`config.mk`:
```
export PLATFORM = sky130hd
export DESIGN_NAME = uart2wifi_core_uart_tx
export DESIGN_NICKNAME = d
export VERILOG_FILES = /design/src/rtl/uart2wifi_core_uart_tx.sv
export SDC_FILE = /design/constraint.sdc
export NUM_CORES = 1
export LEC_CHECK = 0
export ABC_AREA = 1
export CAP_MARGIN = 20
export CORE_AREA = 3 3 57 59
export CTS_CLUSTER_DIAMETER = 200
export DETAILED_ROUTE_END_ITERATION = 8
export DIE_AREA = 0 0 60 62
export PLACE_DENSITY = 0.7
export SYNTH_ARGS = -nofsm -noshare
export SYNTH_HDL_FRONTEND = slang
export SYNTH_SLANG_ARGS = --single-unit
```
`constraint.sdc`:
```
create_clock -name clk -period 1.2 [get_ports clk]
set_input_delay 0.24 -clock clk [delete_from_list [all_inputs] [get_ports clk]]
set_output_delay 0.24 -clock clk [all_outputs]
set_load 0.01 [all_outputs]
```
`src/rtl/uart2wifi_core_uart_tx.sv`:
```
// UART serial transmitter: valid/ready byte input, start + LSB-first data + optional parity + stop bits.
// Optional even-parity bit is compiled in when UART_TX_PARITY_EN is defined.
module uart2wifi_core_uart_tx #(
    parameter int DATA_BITS = 8,
    parameter int STOP_BITS = 1
) (
    input  logic                 clk,
    input  logic                 rst,
    input  logic                 baudtick,
    input  logic [DATA_BITS-1:0] tx_data,
    input  logic                 tx_valid,
    output logic                 tx_ready,
    output logic                 tx,
    output logic                 tx_busy,
    output logic                 tx_done
);

    typedef enum logic [2:0] {
        ST_IDLE   = 3'd0,
        ST_START  = 3'd1,
        ST_DATA   = 3'd2,
        ST_PARITY = 3'd3,
        ST_STOP   = 3'd4
    } state_t;

    localparam logic [2:0] LAST_BIT  = 3'(DATA_BITS - 1);
    localparam logic       LAST_STOP = 1'(STOP_BITS - 1);

    state_t                 state_r,    state_nxt_s;
    logic [DATA_BITS-1:0]   shift_r,    shift_nxt_s;
    logic [DATA_BITS-1:0]   hold_r,     hold_nxt_s;
    logic                   pending_r,  pending_nxt_s;
    logic [2:0]             bit_cnt_r,  bit_cnt_nxt_s;
    logic                   stop_cnt_r, stop_cnt_nxt_s;
    logic                   tx_nxt_s;
    logic                   done_nxt_s;
    logic                   load_s;
`ifdef UART_TX_PARITY_EN
    logic                   parity_r,   parity_nxt_s;

    function automatic logic even_parity(input logic [DATA_BITS-1:0] d);
        return ^d;
    endfunction
`endif

    // Next-state, datapath and output decode; everything moves only on baudtick.
    always_comb begin
        state_nxt_s    = state_r;
        shift_nxt_s    = shift_r;
        hold_nxt_s     = hold_r;
        pending_nxt_s  = pending_r;
        bit_cnt_nxt_s  = bit_cnt_r;
        stop_cnt_nxt_s = stop_cnt_r;
        tx_nxt_s       = tx;
        done_nxt_s     = 1'b0;
        load_s         = 1'b0;
`ifdef UART_TX_PARITY_EN
        parity_nxt_s   = parity_r;
`endif

        if (tx_valid && tx_ready) begin
            hold_nxt_s    = tx_data;
            pending_nxt_s = 1'b1;
        end else begin
            hold_nxt_s    = hold_r;
        end

        if (baudtick) begin
            case (state_r)
                ST_IDLE: begin
                    if (pending_r) begin
                        load_s      = 1'b1;
                        state_nxt_s = ST_START;
                        tx_nxt_s    = 1'b0;
                    end else begin
                        tx_nxt_s    = 1'b1;
                    end
                end
                ST_START: begin
                    state_nxt_s   = ST_DATA;
                    tx_nxt_s      = shift_r[0];
                    bit_cnt_nxt_s = 3'd0;
                end
                ST_DATA: begin
                    if (bit_cnt_r == LAST_BIT) begin
`ifdef UART_TX_PARITY_EN
                        state_nxt_s    = ST_PARITY;
                        tx_nxt_s       = parity_r;
`else
                        state_nxt_s    = ST_STOP;
                        tx_nxt_s       = 1'b1;
                        stop_cnt_nxt_s = 1'b0;
`endif
                    end else begin
                        shift_nxt_s   = shift_r >> 1;
                        bit_cnt_nxt_s = bit_cnt_r + 3'd1;
                        tx_nxt_s      = shift_r[1];
                    end
                end
`ifdef UART_TX_PARITY_EN
                ST_PARITY: begin
                    state_nxt_s    = ST_STOP;
                    tx_nxt_s       = 1'b1;
                    stop_cnt_nxt_s = 1'b0;
                end
`endif
                ST_STOP: begin
                    if (stop_cnt_r == LAST_STOP) begin
                        done_nxt_s = 1'b1;
                        if (pending_r) begin
                            // Refilled holding register: next start bit follows with no idle gap.
                            load_s      = 1'b1;
                            state_nxt_s = ST_START;
                            tx_nxt_s    = 1'b0;
                        end else begin
                            state_nxt_s = ST_IDLE;
                            tx_nxt_s    = 1'b1;
                        end
                    end else begin
                        stop_cnt_nxt_s = stop_cnt_r + 1'b1;
                    end
                end
                default: begin
                    state_nxt_s = ST_IDLE;
                    tx_nxt_s    = 1'b1;
                end
            endcase
        end else begin
            state_nxt_s = state_r;
        end

        // Acceptance needs pending=0 and a load needs pending=1, so they never collide.
        if (load_s) begin
            shift_nxt_s   = hold_r;
            pending_nxt_s = 1'b0;
`ifdef UART_TX_PARITY_EN
            parity_nxt_s  = even_parity(hold_r);
`endif
        end else begin
            shift_nxt_s   = shift_nxt_s;
        end
    end

    // State, datapath and registered outputs.
    always_ff @(posedge clk or posedge rst) begin
        if (rst) begin
            state_r    <= ST_IDLE;
            shift_r    <= '0;
            hold_r     <= '0;
            pending_r  <= 1'b0;
            bit_cnt_r  <= 3'd0;
            stop_cnt_r <= 1'b0;
            tx         <= 1'b1;
            tx_ready   <= 1'b1;
            tx_busy    <= 1'b0;
            tx_done    <= 1'b0;
`ifdef UART_TX_PARITY_EN
            parity_r   <= 1'b0;
`endif
        end else begin
            state_r    <= state_nxt_s;
            shift_r    <= shift_nxt_s;
            hold_r     <= hold_nxt_s;
            pending_r  <= pending_nxt_s;
            bit_cnt_r  <= bit_cnt_nxt_s;
            stop_cnt_r <= stop_cnt_nxt_s;
            tx         <= tx_nxt_s;
            tx_ready   <= !pending_nxt_s;
            tx_busy    <= (state_nxt_s != ST_IDLE);
            tx_done    <= done_nxt_s;
`ifdef UART_TX_PARITY_EN
            parity_r   <= parity_nxt_s;
`endif
        end
    end

endmodule

```
==> impl_metrics.json <==
{
  "hold_violations": 0,
  "syn-num-nets": 171,
  "crit_path_cell_trace": "ha_2 -> ha_4 -> nor2_4 -> nand2_4 -> nand2_8 -> nand2_2 -> nand2_2",
  "rsz0062_at_grt": "true",
  "cts_tree": "built",
  "grt_pass1_vias": 1076,
  "use_met2_pct": 30.2,
  "clk_pin_slew_ps": 140,
  "power.total_mw": 3.31,
  "power.leakage_nw": 0.886,
  "ys_warn_count": 0,
  "status": "complete, but fails checks",
  "syn_avg_cell_area_um2": 8.29,
  "die_w_um": 60,
  "mappedNetlistArea_um2": 1300,
  "relSlewSlack_pct": 85.9,
  "r2r-start": "bit_cnt_r[1]",
  "ys_seq_elements": 27,
  "syn_to_final_growth_pct": 27.6,
  "vdd_drop_max_v": 0.00122,
  "worstMarginPinSlew_ps": 211,
  "ctsRootBufferMaster": "clkbuf_4",
  "drt_iter0_drc": 29,
  "crit_fanout": 7,
  "grt_max_degree": 28,
  "pwr-share-comb_pct": 42.1,
  "port_buffers": 15,
  "clkLatencyLatePin_ps": 330,
  "synthCells": 157,
  "path_common_cell": "nand2_2",
  "maxCapViolations": 0,
  "fin_nets": 202,
  "dr.pass1.iters": 4,
  "ctsLongestPathBuffers": 2,
  "viasPerCell": 4.94,
  "diodes": 0,
  "gr-usage-met3_pct": 1.86,
  "synth.distinct_cells": 22,
  "grtUsageTotal_pct": 15.9,
  "cp.arrival_ps": 1580,
  "antenna_found_initial": 0,
  "cpMaxStageDelayCell": "dfrtp_1",
  "ys_seq_area_share_pct": 52.1,
  "setup_violations": 17,
  "worstSetupPathType": "register to register",
  "io_pins": 16,
  "num_vias": 1076,
  "layout_commonest_cell": "nand2_1",
  "routedWlPerCell_um": 11.4,
  "end_kind": "register",
  "tns_ps": -1170,
  "place_ws_ps": -182,
  "period_needed_ps": 1310,
  "use_met1_pct": 18.2,
  "startpoint_type": "register",
  "fin_area_um2": 1660,
  "rows": 19,
  "ant_nets": 0,
  "drc": 0,
  "seqPwrFrac_pct": 46.3,
  "max_freq_mhz": 764,
  "critPathLaunch": "bit_cnt_r[1]",
  "htree_levels": 1,
  "drive_gt1_share_pct": 28.3,
  "grt.overflow.total": 0,
  "final_cell_mix": "nand2_1 (59), dfrtp_1 (25), nand2_2 (15)",
  "crit_required_ps": 1470,
  "grt.busiest_layer": "met2",
  "dieHeight_um": 62,
  "core_area_um2": 2760,
  "dp_hpwl_mm": 1.82,
  "gp_congestion": 0.826,
  "pwr-share-clk_pct": 11.7,
  "grt_pass1_wl_mm": 4.42,
  "drv_slew": 0,
  "power_density_nw_per_um2": 1990,
  "max_stage_delay_ps": 410,
  "internal_power_mw": 2.06,
  "fin_crit_sh_pct": 109,
  "reg2regPathDepth": 7,
  "clock_sinks": 27,
  "violations": "negative setup slack",
  "sw_frac_of_total_pct": 37.7,
  "wirelength_mm": 2.49,
  "cts_buffers": 3,
  "skew_ps": 10.6,
  "fin_ws_ps": -110,
  "die_area_um2": 3720,
  "dpl_cell_area_um2": 1580,
  "initial_core_util_pct": 47.2,
  "hold_class": "primary input to asynchronous set/reset pin",
  "whs_ps": 218,
  "net-switching-power_mw": 1.25
}
## flip-flops by register name, indices dropped and copies added, names as in the netlist
name / count
hold_r: 8
shift_r: 8
bit_cnt_r: 3
state_r: 3
pending_r: 1
tx: 1
tx_busy: 1
tx_done: 1
tx_ready: 1
## logic make-up (layout without fill, tap and decap cells)
logic type | after synthesis | count (layout) | synth area share (%)
and+or+nand+nor | 103 | 104 | 36.2
adders and majority gates | 2 | 2 | 1.92
AOI/OAI and AO/OA | 5 | 5 | 2.21
buffers and inverters | 20 | 49 | 7.60
DFF | 27 | 27 | 52.1
## critical path, delay by kind of cell (launching register included)
kind                     cells  cell delay, ps
adder cells (fa/ha/maj)      2             370
flip-flops                   1             410
AND/OR/NAND/NOR              5             460
## cell usage after synthesis
library cell  count  area share (%)
inv_8             1            0.87
inv_2             3            0.87
nand2_4           2             1.7
nand2_2           7             3.4
inv_1            12             3.5
buf_2             1            0.38
o21ai_0           1            0.38
buf_6             2             1.7
nand2_1          66              19
o21ai_2           1            0.67
dfrtp_1          25              48
ha_1              2             1.9
o21ai_1           3             1.2
nand3_1          13             5.0
nand4_1           2            0.96
nor2_4            1            0.87
nor2_1            7             2.0
clkinv_1          1            0.29
nor2_2            1            0.48
nor3_1            1            0.38
dfstp_2           2             4.0
nand3_2           3             2.3
## final cells by class
class / count / area, µm²
Timing Repair Buffer: 28 / 265
Tap cell: 31 / 38.8
Inverter: 17 / 71.3
Sequential cell: 27 / 678
Multi-Input combinational cell: 111 / 581
Clock buffer: 4 / 26.3
Fill cell: 272 / 1100
## timing repair
action,4_1_cts,5_1_grt
resized for setup,16,11
setup endpoints to repair,18,20
pin swaps,3,9
setup buffers,1,1
hold buffers,0,0
endpoints found under the hold margin,0,0
cloned,1,0
## metrics by stage
stage                     cells  util, %
after floorplan             157        -
after global routing        218     60.2
after detailed placement    211     57.1
after CTS                   217     59.2
after global placement      211     57.1
final                       218     60.2
## metal layers
metal | routed length, µm | vias to the layer above
met4 | 63 | 0
met1 | 1050 | 481
met5 | 0 | -
met2 | 1250 | 35
met3 | 127 | 13
li1 | - | 547
## path summary, 6_finish.rpt
check / slack (ps) / to
max: -110 / shift_r[0]
min: 220 / hold_r[5]
max reg2reg: -110 / shift_r[0]
min reg2reg: 500 / hold_r[7]
max in group asynchronous: 750 / tx
min in group clk: 420 / hold_r[1]
## power by group through the flow
stage          combinational, mW  sequential, mW  clock, mW
2_1_floorplan              0.808            1.52          0
3_3_place_gp                1.24            1.52          0
3_5_place_dp                1.29            1.53          0
4_1_cts                     1.33            1.53      0.407
5_1_grt                     1.58            1.57      0.434
6_report                    1.39            1.53      0.385
(Power assumes the default switching activity.)
